$ cat src/rtl/serial_tx_arbiter.sv
// rtl/serial_tx_arbiter.sv - round-robin arbiter sharing one serial transmitter among requesters
module serial_tx_arbiter #(
    parameter int NUM_REQ = 4,
    parameter int DATA_W  = 8,
    parameter int GAP     = 2,
    parameter int TIMEOUT = 4095
) (
    input  logic                        clk,
    input  logic                        rst_n,
    input  logic                        en,
    input  logic [NUM_REQ-1:0]          req,
    input  logic [NUM_REQ*DATA_W-1:0]   req_data,
    output logic [NUM_REQ-1:0]          gnt,
    output logic [DATA_W-1:0]           tx_data,
    output logic                        tx_start,
    input  logic                        tx_busy,
    output logic [$clog2(NUM_REQ)-1:0]  owner,
    output logic                        busy,
    output logic                        done,
    output logic                        err
);

    localparam int IDX_W = $clog2(NUM_REQ);
    localparam logic [15:0] TIMER_LAST = 16'(TIMEOUT - 1);
    localparam logic [15:0] GAP_LAST   = 16'((GAP > 0) ? GAP - 1 : 0);

    typedef enum logic [1:0] {
        IDLE      = 2'd0,
        WAIT_BUSY = 2'd1,
        WAIT_DONE = 2'd2,
        GAP_WAIT  = 2'd3
    } state_t;

    state_t             state;
    logic [15:0]        timer;
    logic [IDX_W-1:0]   last_grant;
    logic [IDX_W-1:0]   pick;
    logic [IDX_W-1:0]   cand;
    logic               found;

    // Round-robin search: first set request starting just after the last grant, with wrap
    always_comb begin
        found = 1'b0;
        pick  = '0;
        cand  = '0;
        for (int off = 1; off <= NUM_REQ; off++) begin
            cand = IDX_W'((int'(last_grant) + off) % NUM_REQ);
            if (!found && req[cand]) begin
                found = 1'b1;
                pick  = cand;
            end
        end
    end

    assign busy = (state != IDLE);

    // Grant, frame tracking, inter-frame gap and watchdog abort
    always_ff @(posedge clk or negedge rst_n) begin
        if (!rst_n) begin
            state      <= IDLE;
            timer      <= '0;
            last_grant <= IDX_W'(NUM_REQ - 1);
            gnt        <= '0;
            tx_start   <= 1'b0;
            tx_data    <= '0;
            owner      <= '0;
            done       <= 1'b0;
            err        <= 1'b0;
        end else begin
            gnt      <= '0;
            tx_start <= 1'b0;
            done     <= 1'b0;
            err      <= 1'b0;
            case (state)
                IDLE: begin
                    if (en && found) begin
                        gnt        <= NUM_REQ'(1) << pick;
                        tx_start   <= 1'b1;
                        tx_data    <= req_data[int'(pick)*DATA_W +: DATA_W];
                        owner      <= pick;
                        last_grant <= pick;
                        timer      <= '0;
                        state      <= WAIT_BUSY;
                    end
                end
                WAIT_BUSY: begin
                    if (tx_busy) begin
                        timer <= '0;
                        state <= WAIT_DONE;
                    end else if (timer == TIMER_LAST) begin
                        err   <= 1'b1;
                        timer <= '0;
                        state <= IDLE;
                    end else begin
                        timer <= timer + 16'd1;
                    end
                end
                WAIT_DONE: begin
                    if (!tx_busy) begin
                        done  <= 1'b1;
                        timer <= '0;
                        state <= (GAP == 0) ? IDLE : GAP_WAIT;
                    end else if (timer == TIMER_LAST) begin
                        err   <= 1'b1;
                        timer <= '0;
                        state <= IDLE;
                    end else begin
                        timer <= timer + 16'd1;
                    end
                end
                GAP_WAIT: begin
                    if (timer == GAP_LAST) begin
                        timer <= '0;
                        state <= IDLE;
                    end else begin
                        timer <= timer + 16'd1;
                    end
                end
                default: begin
                    timer <= '0;
                    state <= IDLE;
                end
            endcase
        end
    end

endmodule

$ cat config.mk
export PLATFORM = sky130hd
export DESIGN_NAME = serial_tx_arbiter
export DESIGN_NICKNAME = d
export VERILOG_FILES = /design/src/rtl/serial_tx_arbiter.sv
export SDC_FILE = /design/constraint.sdc
export NUM_CORES = 1
export LEC_CHECK = 0
export BUFFER_PORTS_ARGS = -buffer_cell sky130_fd_sc_hd__buf_2
export CORE_ASPECT_RATIO = 1.5
export CORE_UTILIZATION = 54
export CTS_BUF_LIST = sky130_fd_sc_hd__clkbuf_4 sky130_fd_sc_hd__clkbuf_8
export DETAILED_ROUTE_END_ITERATION = 6
export HOLD_SLACK_MARGIN = 0.1
export PLACE_DENSITY = 0.79
export SLEW_MARGIN = 40
export SYNTH_ARGS = -nofsm -noshare
export SYNTH_HDL_FRONTEND = slang
export SYNTH_SLANG_ARGS = --single-unit
$ cat constraint.sdc
create_clock -name clk -period 3.06 [get_ports clk]
set_clock_uncertainty 0.15 [all_clocks]
set_input_delay 0 -clock clk [delete_from_list [all_inputs] [get_ports clk]]
set_output_delay 0 -clock clk [all_outputs]
set_load 0.01 [all_outputs]
### Yosys cells after proc, flatten, opt, wreduce, memory -nomap -nowiden

Cells that the tools add are included.
W data, S select, Z words.

| cells by class | value |
|---|---|
| add/sub/neg operators | 5 |
| $lt $le $gt $ge | 4 |
| equal/unequal tests | 7 |
| shift operators | 2 |
| mux-type cells | 38 |
| reductions and logical operators | 11 |

Operators with widths:

| cell | number |
|---|---|
| $mux W16 | 5 |
| $pmux W16 S4 | 1 |
| $shiftx A32 B6 Y8 | 1 |
| $mux W2 | 9 |
| $add A16 B1 Y16 const B | 1 |
| $eq A16 B1 Y1 const B | 1 |
| $eq A16 B12 Y1 const B | 1 |
| $mux W1 | 15 |
| $lt A2 B3 Y1 const B | 4 |
| $bmux W1 S2 | 4 |
| $mux W4 | 2 |
| $pmux W2 S4 | 1 |
| $add A2 B1 Y2 const B | 2 |
| $add A2 B2 Y2 const B | 2 |
| $eq A2 B2 Y1 const B | 2 |
| $logic_and A1 B1 Y1 | 4 |
| $ne A2 B2 Y1 const B | 2 |
| $reduce_and A2 Y1 | 2 |
| $shl A1 B2 Y4 const A | 1 |
| $logic_not A1 Y1 | 3 |
| $eq A2 B1 Y1 const B | 1 |
| $logic_not A2 Y1 | 1 |
| $pmux W1 S2 | 1 |
| $reduce_bool A2 Y1 | 1 |

| storage, ports and cells | value |
|---|---|
| bits in registers | 37 |
| input bits | 40 |
| output and inout port bits | 18 |
| logic and storage cells | 76 |

### Logic depth before layout (Yosys ltp)

Gate-level depths: netlist of the first run.

| logic depth | value |
|---|---|
| depth in word-level cells | 16 |
| gate-level depth with buffers | 9 |
| depth with buffers taken out | 7 |

### Least setup slack after synthesis of the first run

No wires, ideal clock.

| timing | value |
|---|---|
| kind | reg2reg |
| from | register timer[12] |
| to | register timer[13] |
| setup time | 126 ps |
| arrival time | 2216 ps |
| slack | 568 ps |
| stages on the path, launching flop included | 7 |
| buffers on the path | 1 |
| period minus slack after synthesis | 2492 ps |
| cell sequence | dfrtp_1 > or4_1 > or4_4 > a32o_1 > buf_6 > and3_1 > a221o_1 |

| between the ends | value |
|---|---|
| word-level cells in the longest chain between the ends | 4 |

Ends and longest elaborated chain:

| item | RTL line | source |
|---|---|---|
| from (decl) | 35 | `logic [15:0] timer;` |
| from (signal assigned) | 95 | `timer <= timer + 16'd1;` |
| from (signal assigned) | 108 | `timer <= timer + 16'd1;` |
| from (signal assigned) | 116 | `timer <= timer + 16'd1;` |
| $add A16 B1 Y16 / $eq A16 B12 Y1 (equally long branches) | -- |  |
| $mux W16 | 90, 103 |  |
| $mux W16 (on tied branches) | 99, 87 |  |
| $pmux W16 S4 * | 74 | `case (state)` |

Every way passes the cells marked *; elsewhere a longest branch is shown, timed or not.
A chain may end at the register's enable or synchronous reset.

### Worst setup path in the final report of the first run

| timing | value |
|---|---|
| from | register timer[13] |
| to | register timer[13] |

The elaborated chain is that of the path after synthesis.

==> results_dict.tcl, run 1 <==
set metrics [dict create \
    status "finished, final reports clean" \
    rsz0062_at_grt "false" \
    start_kind "flop" \
    antenna_found_initial 0 \
    synth-main-ff-cell "dfrtp_1" \
    setup-violations-final 0 \
    yosysUniqueCellTypes 40 \
    drtAntennaViolNets 0 \
    first_global_vias 2143 \
    pwr_density_cell_mw_per_mm2 719 \
    die_height_um 79.1 \
    ys_seq_elements 37 \
    core_mm2 0.00372 \
    place_area_mm2 0.00244 \
    maxCapViolCount 0 \
    relSlewSlack 0.622 \
    switching_share 0.397 \
    netlist_top_cells_count "35 x dfrtp_1, 25 x nand2_1, 18 x a21oi_1" \
    port_buffers 57 \
    drive_above_1_share 0.225 \
    yosysMostFrequentCell "dfrtp_1" \
    grt_usage 0.326 \
    avgRoutedWirePerCell_um 17.1 \
    finalCriticalPeriod_ns 2.72 \
    syn-num-nets 279 \
    row_count 27 \
    place_inst 322 \
    fmax_ghz 0.367 \
    worst_slack_ns 0.338 \
    fin_util 0.785 \
    path_clk_slew_ns 0.07 \
    grt_pass1_wl_um 9940 \
    synth_warnings 0 \
    synth_async_sr_flop_share 1.00 \
    critPathMaxFanout 17 \
    vias 2177 \
    hp-class "in -> async" \
    crit_required_ns 3.09 \
    cp-end-kind "flop" \
    numCtsBuffers 5 \
    synth_seq_area_share 0.434 \
    layout.cell_area.non_filler_mm2 0.00292 \
    path_class "reg -> reg" \
    synth_top_area_frac 0.410 \
    synth_top_cell_by_area "dfrtp_1" \
    syn_inst 232 \
    place_congestion 0.948 \
    insertion_delay_ns 0.29 \
    drc 0 \
    crit_arrival_ns 2.75 \
    pre_cts_ws_ns 0.360 \
    hold_violations 0 \
    worst_pin_slew_ns 0.567 \
    htree_levels 2 \
    grt_max_degree 38 \
    fin_crit_sh 0.889 \
    antenna_cells 0 \
    totalWireLength_um 6290 \
    drtIter0Drc 85 \
    ios 58 \
    root_buffer "clkbuf_8" \
    cts_tree "built" \
    initial_utilization 0.575 \
    p_sw_mw 0.833 \
    cts.path.max_buffers 2 \
    power_frac_comb 0.482 \
    internal_power_mw 1.26 \
    nets 370 \
    die_area_mm2 0.00422 \
    place_hpwl_um 3660 \
    setup_tns_ns 0 \
    avgSynthCellArea_um2 9.22 \
    final_cells 367 \
    viasPerCell 5.93 \
    cts_resized 0 \
    fp.dieW_um 53.4 \
    synth.area.top_cells "dfrtp_1 41%, mux2i_1 8.0%, nand2_1 4.4%" \
    synth_edf_count 0 \
    finalMaxSlewViolations 0 \
    area_growth_syn_to_layout_pct 36.5 \
    p_leak_nw 1.44 \
    seq_power_share 0.337 \
    first_pass_iters 4 \
    syn_area_mm2 0.00214 \
    vdd.ir_drop.worst_mv 0.686 \
    clkPwrFrac 0.181 \
    clock_sinks 37 \
    grt_overflow 0 \
]
-- cell families after synthesis --
logic type / Yosys count / share of synthesized area
AO/OA/AOI/OAI: 60 / 0.189
buffers and inverters: 25 / 0.0492
adder cells (fa/ha/maj): 7 / 0.0410
AND/OR/NAND/NOR: 86 / 0.207
multiplexers: 17 / 0.0796
flip-flops: 37 / 0.434
-- worst max-delay path, stage by stage (launching register included) --
cell     delay [ns]
dfrtp_1        0.43
or4_1          0.51
or4_4          0.55
a32o_1         0.46
and3_1         0.26
a221o_1        0.25
-- metal layers --
| layer | track usage | up-vias | wire (um) |
|---|---|---|---|
| met5 | 0 | - | 0 |
| met4 | 0.208 | 0 | 182 |
| met3 | 0.0747 | 19 | 390 |
| met2 | 0.536 | 78 | 3310 |
| met1 | 0.363 | 1040 | 2400 |
| li1 | - | 1040 | - |
-- layout by cell type (no fill, tap or decap), drive strengths merged, types with 6 or more instances in the layout --
cell type and instances:
nand3 7, o221ai 8, dlygate4sd3 37, nor2 16, nand2b 6, dfrtp 35, a21oi 18, ha 7
clkbuf 7, a31oi 10, nand4 7, inv 11, and3 7, buf 61, nand2 25, o21ai 7
mux2i 17
-- registers in the layout, indices dropped and copies added, names as in the netlist --
| register | cells |
|---|---|
| state | 2 |
| owner | 2 |
| tx_data | 8 |
| done | 1 |
| gnt | 4 |
| tx_start | 1 |
| timer | 16 |
| last_grant | 2 |
| err | 1 |
-- cell type report --
type / instances / area [um^2]
clock buffers: 7 / 96.3
flip-flops and latches: 37 / 928
fillers: 252 / 798
inverters: 11 / 41.3
multi-input cells: 170 / 1100
repair buffers: 98 / 688
well taps: 43 / 53.8
clock inverters: 1 / 5.00
-- repair_timing --
item | CTS | global route
hold endpoints to repair | 57 | 0
setup buffers | 0 | 0
hold buffers | 37 | 0
-- per-stage QoR --
| step | hold slack, ns | total power [mW] |
|---|---|---|
| 2_1_floorplan | -0.446 | 1.32 |
| 6_report | 0.0684 | 2.10 |
| 4_1_cts | 0.122 | 2.06 |
| 3_3_place_gp | -0.0230 | 1.55 |
| 5_1_grt | 0.124 | 2.24 |
| 3_5_place_dp | -0.0201 | 1.57 |
-- power by group through the flow --
stage / combinational, mW / clock [mW] / sequential [mW]
after CTS: 0.974 / 0.389 / 0.696
final: 1.01 / 0.379 / 0.706
after global routing: 1.11 / 0.409 / 0.718
after global placement: 0.850 / 0 / 0.702
after detailed placement: 0.869 / 0 / 0.706
after floorplan: 0.592 / 0 / 0.733
-- final timing paths --
kind | from | end | slack [ns] | cells past startpoint
setup / recovery | timer[13] | timer[13] | 0.34 | 5
hold / removal | rst_n | gnt[1] | 0.07 | 2
setup reg to reg | timer[13] | timer[13] | 0.34 | 5
hold reg to reg | tx_data[5] | tx_data[5] | 0.35 | 2
max in group asynchronous | rst_n | last_grant[0] | 2.34 | 2
min in group clk | req[0] | last_grant[0] | 0.14 | 4
No activity file was read; power rests on OpenSTA's default activity.
==> run 2: changes to the inputs <==
CORE_UTILIZATION = 52   (was 54)
CTS_BUF_LIST = default   (was sky130_fd_sc_hd__clkbuf_4 sky130_fd_sc_hd__clkbuf_8)
PLACE_DENSITY = 0.76   (was 0.79)
==> run 2 against run 1 <==
Against the previous run:
- first-iteration DRC count is 7.1% higher
- maximum frequency is 0.22% higher
- sequential share of layout area is 0.15 points higher
- design area is 0.47% lower
==> results_dict.tcl, run 2 (synthesis results as in run 1) <==
set metrics [dict create \
    power_mw 2.04 \
    row_count 28 \
    drive_above_1_share 0.219 \
    avgRoutedWirePerCell_um 16.8 \
    grt_overflow 0 \
    fin_crit_sh 0.887 \
    die_area_mm2 0.00438 \
    cp_slowest_cell "dlygate4sd3_1" \
    final_cell_mix "56 x buf_2, 38 x dlygate4sd3_1, 35 x dfrtp_1, 25 x nand2_1, 18 x a21oi_1" \
    critPathMaxFanout 16 \
    fmax_ghz 0.368 \
    clock_sinks 37 \
    place_inst 323 \
    crit_path_max_incr_delay_ns 0.60 \
    start_kind "flop" \
    critPathTopFamily "buffers and inverters" \
    worst_slack_ns 0.345 \
    cts_resized 0 \
    nets 370 \
    insertion_delay_ns 0.29 \
    path_clk_slew_ns 0.08 \
    p_leak_nw 1.43 \
    final_common_cell "buf_2" \
    drtAntennaViolNets 0 \
    seq_area_um2 928 \
    numCtsBuffers 5 \
    rsz0062_at_grt "false" \
    finalCriticalPeriod_ns 2.72 \
    initial_utilization 0.540 \
    hp-class "in -> reg" \
    crit_path_cell_trace "nand2b_1 -> o21ai_0 -> a211oi_2 -> buf_4 -> mux2i_1 -> dlygate4sd3_1 -> o221ai_1" \
    drtIter0Drc 91 \
    path_class "reg -> reg" \
    ios 58 \
    root_buffer "clkbuf_8" \
    setup_tns_ns 0 \
    port_buffers 57 \
    vdd.ir_drop.worst_mv 0.584 \
    place_hpwl_um 3580 \
    relSlewSlack 0.583 \
    cts.path.max_buffers 2 \
    finalMaxSlewViolations 0 \
    first_global_vias 2116 \
    antenna_found_initial 0 \
    critPathBufInv 2 \
    cp-end-kind "flop" \
    place_congestion 0.904 \
    area_growth_syn_to_layout_pct 35.8 \
    crit_arrival_ns 2.71 \
    worst_pin_slew_ns 0.625 \
    maxCapViolCount 0 \
    pwr_density_cell_mw_per_mm2 703 \
    holdWs_ns 0.185 \
    grt_usage 0.307 \
    postCtsSetupBuffers 0 \
    largest_reg_flops 16 \
    multi_input_area_mm2 0.00110 \
    setup-violations-final 0 \
    cts_tree "built" \
    pre_cts_ws_ns 0.494 \
    core_mm2 0.00396 \
    reg_top3 "timer: 16 flops, tx_data: 8 flops, gnt: 4 flops" \
    fill_cells 282 \
    crit_required_ns 3.05 \
    viasPerCell 5.86 \
    top_register "timer" \
    totalWireLength_um 6200 \
    htree_levels 2 \
    status "finished, final reports clean" \
    drc 0 \
    die_height_um 80.5 \
    vias 2161 \
    grt_pass1_wl_um 9690 \
    grt_max_degree 38 \
    hold_violations 0 \
    antenna_cells 0 \
    first_pass_iters 5 \
    fp.dieW_um 54.4 \
    hold_buffers 37 \
    final_cells 369 \
]
## run 2: cell count changes in the layout (fill, tap and decap cells not counted)
cell / previous run / this run
buf_4: 5 / 4
dlygate4sd3_1: 37 / 38
clkbuf_1: 0 / 1
clkbuf_8: 7 / 5
clkinv_2: 1 / 2
## run 2: routing by layer
layer	GRT usage	up-vias	part of all wire	routed length (um)
met5	0	-	0	0
met4	0.154	0	0.029	179
met3	0.0701	18	0.063	391
met2	0.533	88	0.51	3150
met1	0.331	1016	0.40	2480
li1	-	1039	-	-
## run 2: layout make-up
cell class,instances,area share
inverter,11,0.0142
clock inverter,2,0.00345
sequential,37,0.320
tap,45,0.0194
timing repair buffer,98,0.238
multi-input combinational,170,0.380
clock buffer,6,0.0250
## run 2: tightest hold or removal path: cells and delay by family
kind	cells	cell delay (ns)
compound gates	1	0.17
buf+inv	1	0.13
simple gates	2	0.29
## run 2: worst paths after layout
| check | cells past startpoint | from | end | slack, ns |
|---|---|---|---|---|
| min in group asynchronous | 3 | rst_n | tx_start | 0.59 |
| setup / recovery | 7 | last_grant[0] | tx_data[5] | 0.34 |
| max in group asynchronous | 3 | rst_n | last_grant[1] | 1.80 |
| hold reg to reg | 2 | owner[1] | owner[1] | 0.33 |
| hold / removal | 4 | req[0] | gnt[3] | 0.18 |
| setup reg to reg | 7 | last_grant[0] | tx_data[5] | 0.34 |
## run 2: per-stage QoR
step | util | instance area (um^2)
after floorplan | - | 2140
after global placement | 0.616 | 2440
after detailed placement | 0.616 | 2440
after CTS | 0.730 | 2890
after global routing | 0.734 | 2900
final | 0.734 | 2900
## run 2: power by group
part	switching (mW)	internal [mW]	leakage (nW)	total, mW
combinational	0.567	0.445	0.901	1.01
clock	0.170	0.158	0.0450	0.328
sequential	0.0849	0.616	0.487	0.701
total	0.822	1.22	1.43	2.04
